File: config.mk
export PLATFORM = sky130hd
export DESIGN_NAME = mem_req_arbiter
export DESIGN_NICKNAME = d
export VERILOG_FILES = /design/src/rtl/mem_req_arbiter.sv
export SDC_FILE = /design/constraint.sdc
export NUM_CORES = 1
export LEC_CHECK = 0
export ABC_AREA = 1
export CORE_AREA = 2 2 121 123
export CTS_BUF_LIST = sky130_fd_sc_hd__clkbuf_4 sky130_fd_sc_hd__clkbuf_8
export CTS_CLUSTER_DIAMETER = 120
export DETAILED_ROUTE_END_ITERATION = 8
export DIE_AREA = 0 0 123 125
export PLACE_DENSITY_LB_ADDON = 0.12
export SLEW_MARGIN = 20
export SYNTH_ARGS = -nofsm -noshare
export SYNTH_HDL_FRONTEND = slang
export SYNTH_SLANG_ARGS = --single-unit
File: constraint.sdc
create_clock -name clk -period 1.8 [get_ports clk]
set_input_delay 0.18 -clock clk [delete_from_list [all_inputs] [get_ports clk]]
set_output_delay 0.18 -clock clk [all_outputs]
set_load 0.05 [all_outputs]
File: src/rtl/mem_req_arbiter.sv
// Two-master memory request arbiter: IDLE -> ISSUE -> RESP, one transaction in flight.
// Optional ARB_ROUND_ROBIN_EN selects round-robin arbitration; default is fixed priority (port 1).

`ifndef ADDR_W
`define ADDR_W 32
`endif
`ifndef WORD_W
`define WORD_W 32
`endif
`ifndef MEM_COUNT_W
`define MEM_COUNT_W 3
`endif
`ifndef MEM_COUNT_NONE
`define MEM_COUNT_NONE 3'd0
`endif
`ifndef MEM_COUNT_BYTE
`define MEM_COUNT_BYTE 3'd1
`endif
`ifndef MEM_COUNT_HALF
`define MEM_COUNT_HALF 3'd2
`endif
`ifndef MEM_COUNT_WORD
`define MEM_COUNT_WORD 3'd4
`endif
`ifndef MEM_CODE_W
`define MEM_CODE_W 3
`endif
`ifndef MEM_CODE_INVALID
`define MEM_CODE_INVALID 3'd0
`endif
`ifndef MEM_CODE_READ
`define MEM_CODE_READ 3'd1
`endif
`ifndef MEM_CODE_WRITE
`define MEM_CODE_WRITE 3'd2
`endif
`ifndef MEM_CODE_MISALIGNED
`define MEM_CODE_MISALIGNED 3'd3
`endif
`ifndef MEM_CODE_OUT_OF_BOUNDS
`define MEM_CODE_OUT_OF_BOUNDS 3'd4
`endif

module mem_req_arbiter (
  input  logic                    clk,
  input  logic                    areset,
  input  logic [`ADDR_W-1:0]      i_m0_req_addr,
  input  logic [`WORD_W-1:0]      i_m0_req_wr_data,
  input  logic                    i_m0_req_wr_en,
  input  logic [`MEM_COUNT_W-1:0] i_m0_req_count,
  input  logic [`ADDR_W-1:0]      i_m1_req_addr,
  input  logic [`WORD_W-1:0]      i_m1_req_wr_data,
  input  logic                    i_m1_req_wr_en,
  input  logic [`MEM_COUNT_W-1:0] i_m1_req_count,
  output logic [`WORD_W-1:0]      o_m0_res_rd_data,
  output logic [`MEM_CODE_W-1:0]  o_m0_res_code,
  output logic [`WORD_W-1:0]      o_m1_res_rd_data,
  output logic [`MEM_CODE_W-1:0]  o_m1_res_code,
  output logic                    o_m0_stall,
  output logic                    o_m1_stall,
  output logic [`ADDR_W-1:0]      o_req_addr,
  output logic [`WORD_W-1:0]      o_req_wr_data,
  output logic                    o_req_wr_en,
  output logic [`MEM_COUNT_W-1:0] o_req_count,
  input  logic [`WORD_W-1:0]      i_res_rd_data,
  input  logic [`MEM_CODE_W-1:0]  i_res_code
);

  typedef enum logic [1:0] {StIdle, StIssue, StResp} state_e;

  state_e state_q;
  logic   owner_q;
  logic   m0_req;
  logic   m1_req;
  logic   grant_m1;
  logic   resp_m0;
  logic   resp_m1;

  assign m0_req = (i_m0_req_count != `MEM_COUNT_NONE);
  assign m1_req = (i_m1_req_count != `MEM_COUNT_NONE);

`ifdef ARB_ROUND_ROBIN_EN
  // prio_q names the port that wins the next contention
  logic prio_q;

  assign grant_m1 = m1_req && (!m0_req || prio_q);

  always_ff @(posedge clk or posedge areset) begin
    if (areset) begin
      prio_q <= 1'b0;
    end else if (state_q == StIdle && (m0_req || m1_req)) begin
      prio_q <= ~grant_m1;
    end
  end
`else
  assign grant_m1 = m1_req;
`endif

  always_ff @(posedge clk or posedge areset) begin
    if (areset) begin
      state_q       <= StIdle;
      owner_q       <= 1'b0;
      o_req_addr    <= '0;
      o_req_wr_data <= '0;
      o_req_wr_en   <= 1'b0;
      o_req_count   <= `MEM_COUNT_NONE;
    end else begin
      unique case (state_q)
        StIdle: begin
          if (m0_req || m1_req) begin
            state_q       <= StIssue;
            owner_q       <= grant_m1;
            o_req_addr    <= grant_m1 ? i_m1_req_addr    : i_m0_req_addr;
            o_req_wr_data <= grant_m1 ? i_m1_req_wr_data : i_m0_req_wr_data;
            o_req_wr_en   <= grant_m1 ? i_m1_req_wr_en   : i_m0_req_wr_en;
            o_req_count   <= grant_m1 ? i_m1_req_count   : i_m0_req_count;
          end
        end
        StIssue: begin
          state_q     <= StResp;
          o_req_count <= `MEM_COUNT_NONE;
        end
        // The owner still presents its old request here, so nothing is sampled.
        StResp: begin
          state_q <= StIdle;
        end
        default: begin
          state_q     <= StIdle;
          o_req_count <= `MEM_COUNT_NONE;
        end
      endcase
    end
  end

  assign resp_m0 = (state_q == StResp) && !owner_q;
  assign resp_m1 = (state_q == StResp) && owner_q;

  always_comb begin
    o_m0_res_rd_data = '0;
    o_m0_res_code    = `MEM_CODE_INVALID;
    o_m1_res_rd_data = '0;
    o_m1_res_code    = `MEM_CODE_INVALID;
    if (resp_m0) begin
      o_m0_res_rd_data = i_res_rd_data;
      o_m0_res_code    = i_res_code;
    end
    if (resp_m1) begin
      o_m1_res_rd_data = i_res_rd_data;
      o_m1_res_code    = i_res_code;
    end
  end

  assign o_m0_stall = m0_req && !resp_m0;
  assign o_m1_stall = m1_req && !resp_m1;

endmodule

==> flow_summary.toml, run 1 <==
[outcome]
outcome = "finished, violations left"
violations = "setup timing"

[sta]
hold_viol = 0
skew_ps = 8.05
finalCriticalPeriod_ps = 1830
rsz0062_at_grt = "yes"
slew_viol_final = 0
finalSetupViolations = 25
fmax_mhz = 547
worst_slack_ps = -26.6
maxSlewHeadroom_pct = 63.8
holdWs_ps = 265
fin_crit_sh_pct = 101
tightestPinTransition_ps = 542

[yosys]
synth.area.mux_share_pct = 0
synthXorXnorAreaFrac_pct = 0
ys_warn_count = 0
synth_top_area_cell = "dfrtp_1"
ys_ff_latch = 71
synth_top_family_by_area = "simple AND/OR/NAND/NOR gates"
netlist.area_leader.share_pct = 44.4
synth.net_count = 814
synthCells = 641
yosys.area_share.simple_pct = 46.4
avgSynthCellArea_sq_um = 6.24
yosys.area_share.adder_pct = 0
synth_area_sq_mm = 0.00400
synth.distinct_cells = 17
synthTopCellsByArea = "dfrtp_1 (44%), nand2_1 (38%), nor2_1 (6.8%)"
synth_compound_area_share_pct = 0.250
yosysSeqAreaShare_pct = 44.4

[floorplanning]
start_util_pct = 28.2
rows = 44
pin_count = 313
die_w_um = 123
die_h_um = 125
die_area_sq_mm = 0.0154
design.core.area_sq_mm = 0.0142

[grt]
grt_pass1_vias = 4825
grt_overflow = 0
grt_max_degree = 72
track_usage_pct = 21.8
grt_antenna_before_repair = 0
grt_pass1_wl_mm = 26.1

[placement]
hpwl_mm = 12.3
port_buffers = 312
pre_cts_ws_ps = 121
finalWeightedCongestion = 0.798

[setup_path]
worstPathCellList = "inv_2 -> nand2_2 -> or2_4 -> clkbuf_16 -> nor2_4 -> buf_12"
regToRegStartpoint = "state_q[0]"
cp-end-kind = "output port"
cp_max_fo = 6
crit_path_end = "o_m0_res_rd_data[25]"
crit_path_start_kind = "flop"
worst-path-stages = 6
required_ps = 1620
cp_top_family = "simple AND/OR/NAND/NOR gates"
startpoint = "state_q[0]"
slowest_delay_ps = 390
r2r_cells = 7
path_buf_inv = 3
rrSetupSlack_ps = 360
path_class = "flop to output port"
arrival_ps = 1650
slowest_stage = "dfrtp_1"
r2r-end = "o_req_addr[28]"

[clocking]
cts_tree = "done"
clockBufferDepth = 2
hold_buffers = 0
cts.sinks = 71
clkLatencyLatePin_ps = 350
clk_pin_slew_worst_paths_ps = 80
numCtsBuffers = 9
htree_levels = 3
root_buffer = "clkbuf_8"

[drt]
drt_iter0_drc = 115
drt_wl_total_mm = 16.7
detail_route.vias_per_cell = 4.24
drtAntennaViolNets = 0
drcViolationCount = 0
dr.pass1.iters = 4
vias = 4821
avgRoutedWirePerCell_um = 14.7

[min_path]
hp-class = "primary input to asynchronous set/reset pin"

[flow_run]
maxCapViolCount = 0

[pwr]
leakage_nw = 4.27
irDropWorstVdd_v = 0.000831
p_per_area_mw_per_mm2 = 1580

[layout]
diodes = 0
fin_nets = 1122
drive_gt1_share_pct = 17.6
area_growth_pct = 117
fin_util_pct = 61.3
seq_area_sq_mm = 0.00178
fill_cells = 1261
multi_input_area_sq_mm = 0.00214
[cells by family after synthesis]
kind of cell           count (synthesis)
flip-flops                            71
AND/OR/NAND/NOR                      488
AO/OA/AOI/OAI                          2
buffers and inverters                 80
[power breakdown]
part | switching, mW | leakage, nW | internal, mW
Combinational | 6.00 | 3.27 | 3.34
Clock | 0.619 | 0.130 | 0.997
Sequential | 0.411 | 0.873 | 2.39
Total | 7.04 | 4.27 | 6.73
[sequential cells by signal, indices dropped and copies added (netlist names)]
signal,cells
o_req_addr,32
o_req_wr_en,1
owner_q,1
o_req_count,3
state_q,2
o_req_wr_data,32
[cells in the final DEF (no fill, tap or decap), types with 2 or more instances in the layout]
cell and instances:
inv_2 6, dfrtp_1 71, clkbuf_8 11, nand3_1 2
buf_12 78, o21ai_0 2, buf_16 2, nor2_4 36
clkdlybuf4s50_1 230, nand2_1 406, nor2_1 37, inv_1 38
bufinv_16 3, buf_4 19, nand2_2 3, clkbuf_16 2
[area by class of cell]
type | instances | area share [%]
Sequential cell | 71 | 20.4
Clock buffer | 11 | 1.74
Clock inverter | 5 | 1.19
Multi-Input combinational cell | 490 | 24.6
Timing Repair Buffer | 332 | 47.4
Tap cell | 184 | 2.65
Inverter | 45 | 1.98
[worst min-delay path: cells and delay by family]
family | cells | cell delay [ps]
buffers and inverters | 3 | 850
[Yosys cell counts, drive strengths merged]
| cell type | instances |
|---|---|
| buf | 27 |
| nand3 | 2 |
| o21ai | 2 |
| inv | 45 |
| dfrtp | 71 |
| nand2 | 410 |
| nor2 | 74 |
| nor3 | 1 |
| clkbuf | 8 |
| or2 | 1 |
[per-stage QoR]
step	cells	instance area [sq um]	power, mW	setup TNS [ps]
floorplan	641	4010	8.16	-1220
global placement	1116	8050	11.8	0
detailed placement	1116	8050	11.9	0
CTS	1135	8590	13.8	-625
global route	1138	8700	14.5	-3060
finish	1138	8700	13.8	-270
[per-layer routing]
layer	track usage, %	up-vias	wire [um]
met5	0	-	0
met4	6.68	0	329
met3	6.34	19	1370
met2	38.9	177	8600
met1	24.8	2145	6410
li1	-	2480	-
[repair_timing]
| item | 4_1_cts | 5_1_grt |
|---|---|---|
| endpoints found under the setup margin | 36 | 36 |
| setup buffers | 1 | 0 |
| resized for setup | 66 | 12 |
| cloned | 2 | 3 |
[how the worst min path moves through the flow]
| stage | startpoint | to | slack [ps] |
|---|---|---|---|
| 5_1_grt | areset | o_req_wr_data[23] | 300 |
| 2_1_floorplan | i_m1_req_count[0] | o_req_count[0] | 330 |
| 3_3_place_gp | o_req_count[0] | o_req_count[0] | 450 |
| 6_report | areset | o_req_wr_data[28] | 260 |
| 3_5_place_dp | o_req_wr_data[14] | o_req_wr_data[14] | 460 |
| 4_1_cts | areset | o_req_wr_data[28] | 280 |
No activity file was read; power rests on OpenSTA's default activity.
==> inputs of run 2 (changes only) <==
==> constraint.sdc (replaced) <==
create_clock -name clk -period 1.5 [get_ports clk]
set_input_delay 0.15 -clock clk [delete_from_list [all_inputs] [get_ports clk]]
set_output_delay 0.15 -clock clk [all_outputs]
set_load 0.05 [all_outputs]
==> run 2 against run 1 <==
The flow still finishes with violations (setup timing). Critical path depth unchanged. Setup slack worse by 260 ps. Utilization up 1.7 points. Worst hold slack worse by 180 ps. Clock-buffer cell count down 1. Via count up 2.2%. Clock skew up 2.0 ps. Global-route usage down 0.25 points. Register-to-register slack worse by 170 ps. Sequential power up 21%. Sequential cell count unchanged. Power up 19%. Largest power group unchanged. Highest routed layer unchanged.
==> flow_summary.toml, run 2 (synthesized netlist as in run 1, its figures left out) <==
[sta]
fin_crit_sh_pct = 119
skew_ps = 10.0
holdWs_ps = 86.7
finalCriticalPeriod_ps = 1790
rsz0062_at_grt = "yes"
finalSetupViolations = 72
worst_slack_ps = -286
slew_viol_final = 0
setup_tns_ps = -16980
fmax_mhz = 560
tightestPinTransition_ps = 284
hold_viol = 0
maxSlewHeadroom_pct = 81.1

[outcome]
outcome = "finished, violations left"
violations = "setup timing"

[layout]
layout_common_cells = "nand2_1 (406), clkdlybuf4s50_1 (172), buf_12 (86)"
drive_gt1_share_pct = 28.2
diodes = 0
area_growth_pct = 123
top_regs = "o_req_addr (32), o_req_wr_data (32), o_req_count (3)"
final_common_cell = "nand2_1"
stdcell_count = 1148
fin_nets = 1133
final_area_sq_mm = 0.00894

[drt]
drcViolationCount = 0
vias = 4929
drt_iter0_drc = 219
avgRoutedWirePerCell_um = 14.6
dr.pass1.iters = 4
drt_wl_total_mm = 16.8
detail_route.vias_per_cell = 4.29
drtAntennaViolNets = 0

[clocking]
clkLatencyLatePin_ps = 350
clk_pin_slew_worst_paths_ps = 80
cts_tree = "done"
cts.sinks = 71
numCtsBuffers = 9
root_buffer = "clkbuf_8"
htree_levels = 3
hold_buffers = 0
clockBufferDepth = 2

[pwr]
p_seq_share_pct = 20.7
switching_share_pct = 53.0
intPower_mw = 7.73
irDropWorstVdd_v = 0.00112
combPwrFrac_pct = 69.9
pwr-share-clk_pct = 9.4
leakage_nw = 4.40
p_per_area_mw_per_mm2 = 1840
p_switching_mw = 8.71

[grt]
grt_pass1_wl_mm = 25.7
grt_pass1_vias = 4839
grt_antenna_before_repair = 0
grt_overflow = 0
grt_max_degree = 37
track_usage_pct = 21.5

[floorplanning]
die_area_sq_mm = 0.0154
rows = 44
die_w_um = 123
die_h_um = 125
start_util_pct = 28.2
pin_count = 313
design.core.area_sq_mm = 0.0142

[setup_path]
cp_max_fo = 13
cp-end-kind = "output port"
arrival_ps = 1640
crit_path_start_kind = "flop"
path_class = "flop to output port"
slowest_stage = "dfrtp_1"
path_common_cell = "buf_12"
required_ps = 1350
slowest_delay_ps = 390
worstPathCellList = "inv_2 -> nand2_2 -> or2_4 -> buf_12 -> nor2_4 -> buf_12"

[flow_run]
maxCapViolCount = 0

[placement]
dpl.cell_count = 1128
finalWeightedCongestion = 0.765
hpwl_mm = 12.7
port_buffers = 312
pre_cts_ws_ps = -107
dpl-instance-area_sq_mm = 0.00813

[min_path]
hp-class = "primary input to asynchronous set/reset pin"
-- run 2: cell count changes in the layout (fill, tap and decap cells not counted) --
| cell | before | now |
|---|---|---|
| clkbuf_16 | 2 | 1 |
| bufinv_16 | 3 | 1 |
| nor2_1 | 37 | 2 |
| clkdlybuf4s50_1 | 230 | 172 |
| buf_8 | 0 | 1 |
| buf_4 | 19 | 80 |
| nand3_4 | 0 | 1 |
| nand3_1 | 2 | 1 |
| buf_12 | 78 | 86 |
| clkinvlp_4 | 1 | 3 |
| nor2_4 | 36 | 71 |
| clkbuf_8 | 11 | 10 |
-- run 2: metal layers --
metal	part of all wire [%]	global-route usage [%]	routed length, um	vias up
met5	0	0	0	-
met3	8.0	6.16	1350	27
li1	-	-	-	2497
met2	51	38.1	8580	191
met4	3.0	8.29	496	0
met1	38	24.2	6330	2214
-- run 2: what timing repair did --
action,in CTS,in global routing
pin swaps,0,1
endpoints found under the hold margin,0,0
endpoints found under the setup margin,72,72
buffers inserted,2,0
cloned,2,1
gates resized for setup,122,18
-- run 2: stage by stage --
stage / total power [mW] / utilization (%)
after floorplan: 9.85 / -
after global placement: 14.2 / 57.2
after detailed placement: 14.3 / 57.2
after CTS: 16.5 / 62.3
after global routing: 17.3 / 63.0
final: 16.4 / 63.0
-- run 2: worst paths after layout --
kind,start,to,slack (ps),cells after the start
min in group clk,i_m0_req_addr[29],o_req_addr[29],420,5
setup / recovery,state_q[0],o_m0_res_rd_data[30],-290,6
setup reg to reg,state_q[0],o_req_wr_data[1],190,7
max in group asynchronous,areset,o_req_addr[23],950,3
hold / removal,areset,o_req_wr_data[27],90,2
hold reg to reg,o_req_addr[23],o_req_addr[23],480,2
-- run 2: critical path: cells and delay by family, from the launching register on --
kind,cells,cell delay [ps]
buffers and inverters,3,420
DFF,1,390
and+or+nand+nor,3,470
-- run 2: layout make-up --
class                           count  area (sq um)
Inverter                           45           173
Multi-Input combinational cell    490          2420
Tap cell                          184           230
Sequential cell                    71          1780
Clock buffer                       10           138
Fill cell                        1246          5260
Clock inverter                      5          58.8
Timing Repair Buffer              343          4150
-- run 2: power groups by stage --
stage	Clock (mW)	Sequential [mW]	Combinational [mW]
after floorplan	0	6.51	3.34
after global routing	1.70	3.52	12.1
after CTS	1.61	3.40	11.5
after detailed placement	0	3.40	10.9
after global placement	0	3.41	10.8
final	1.54	3.40	11.5
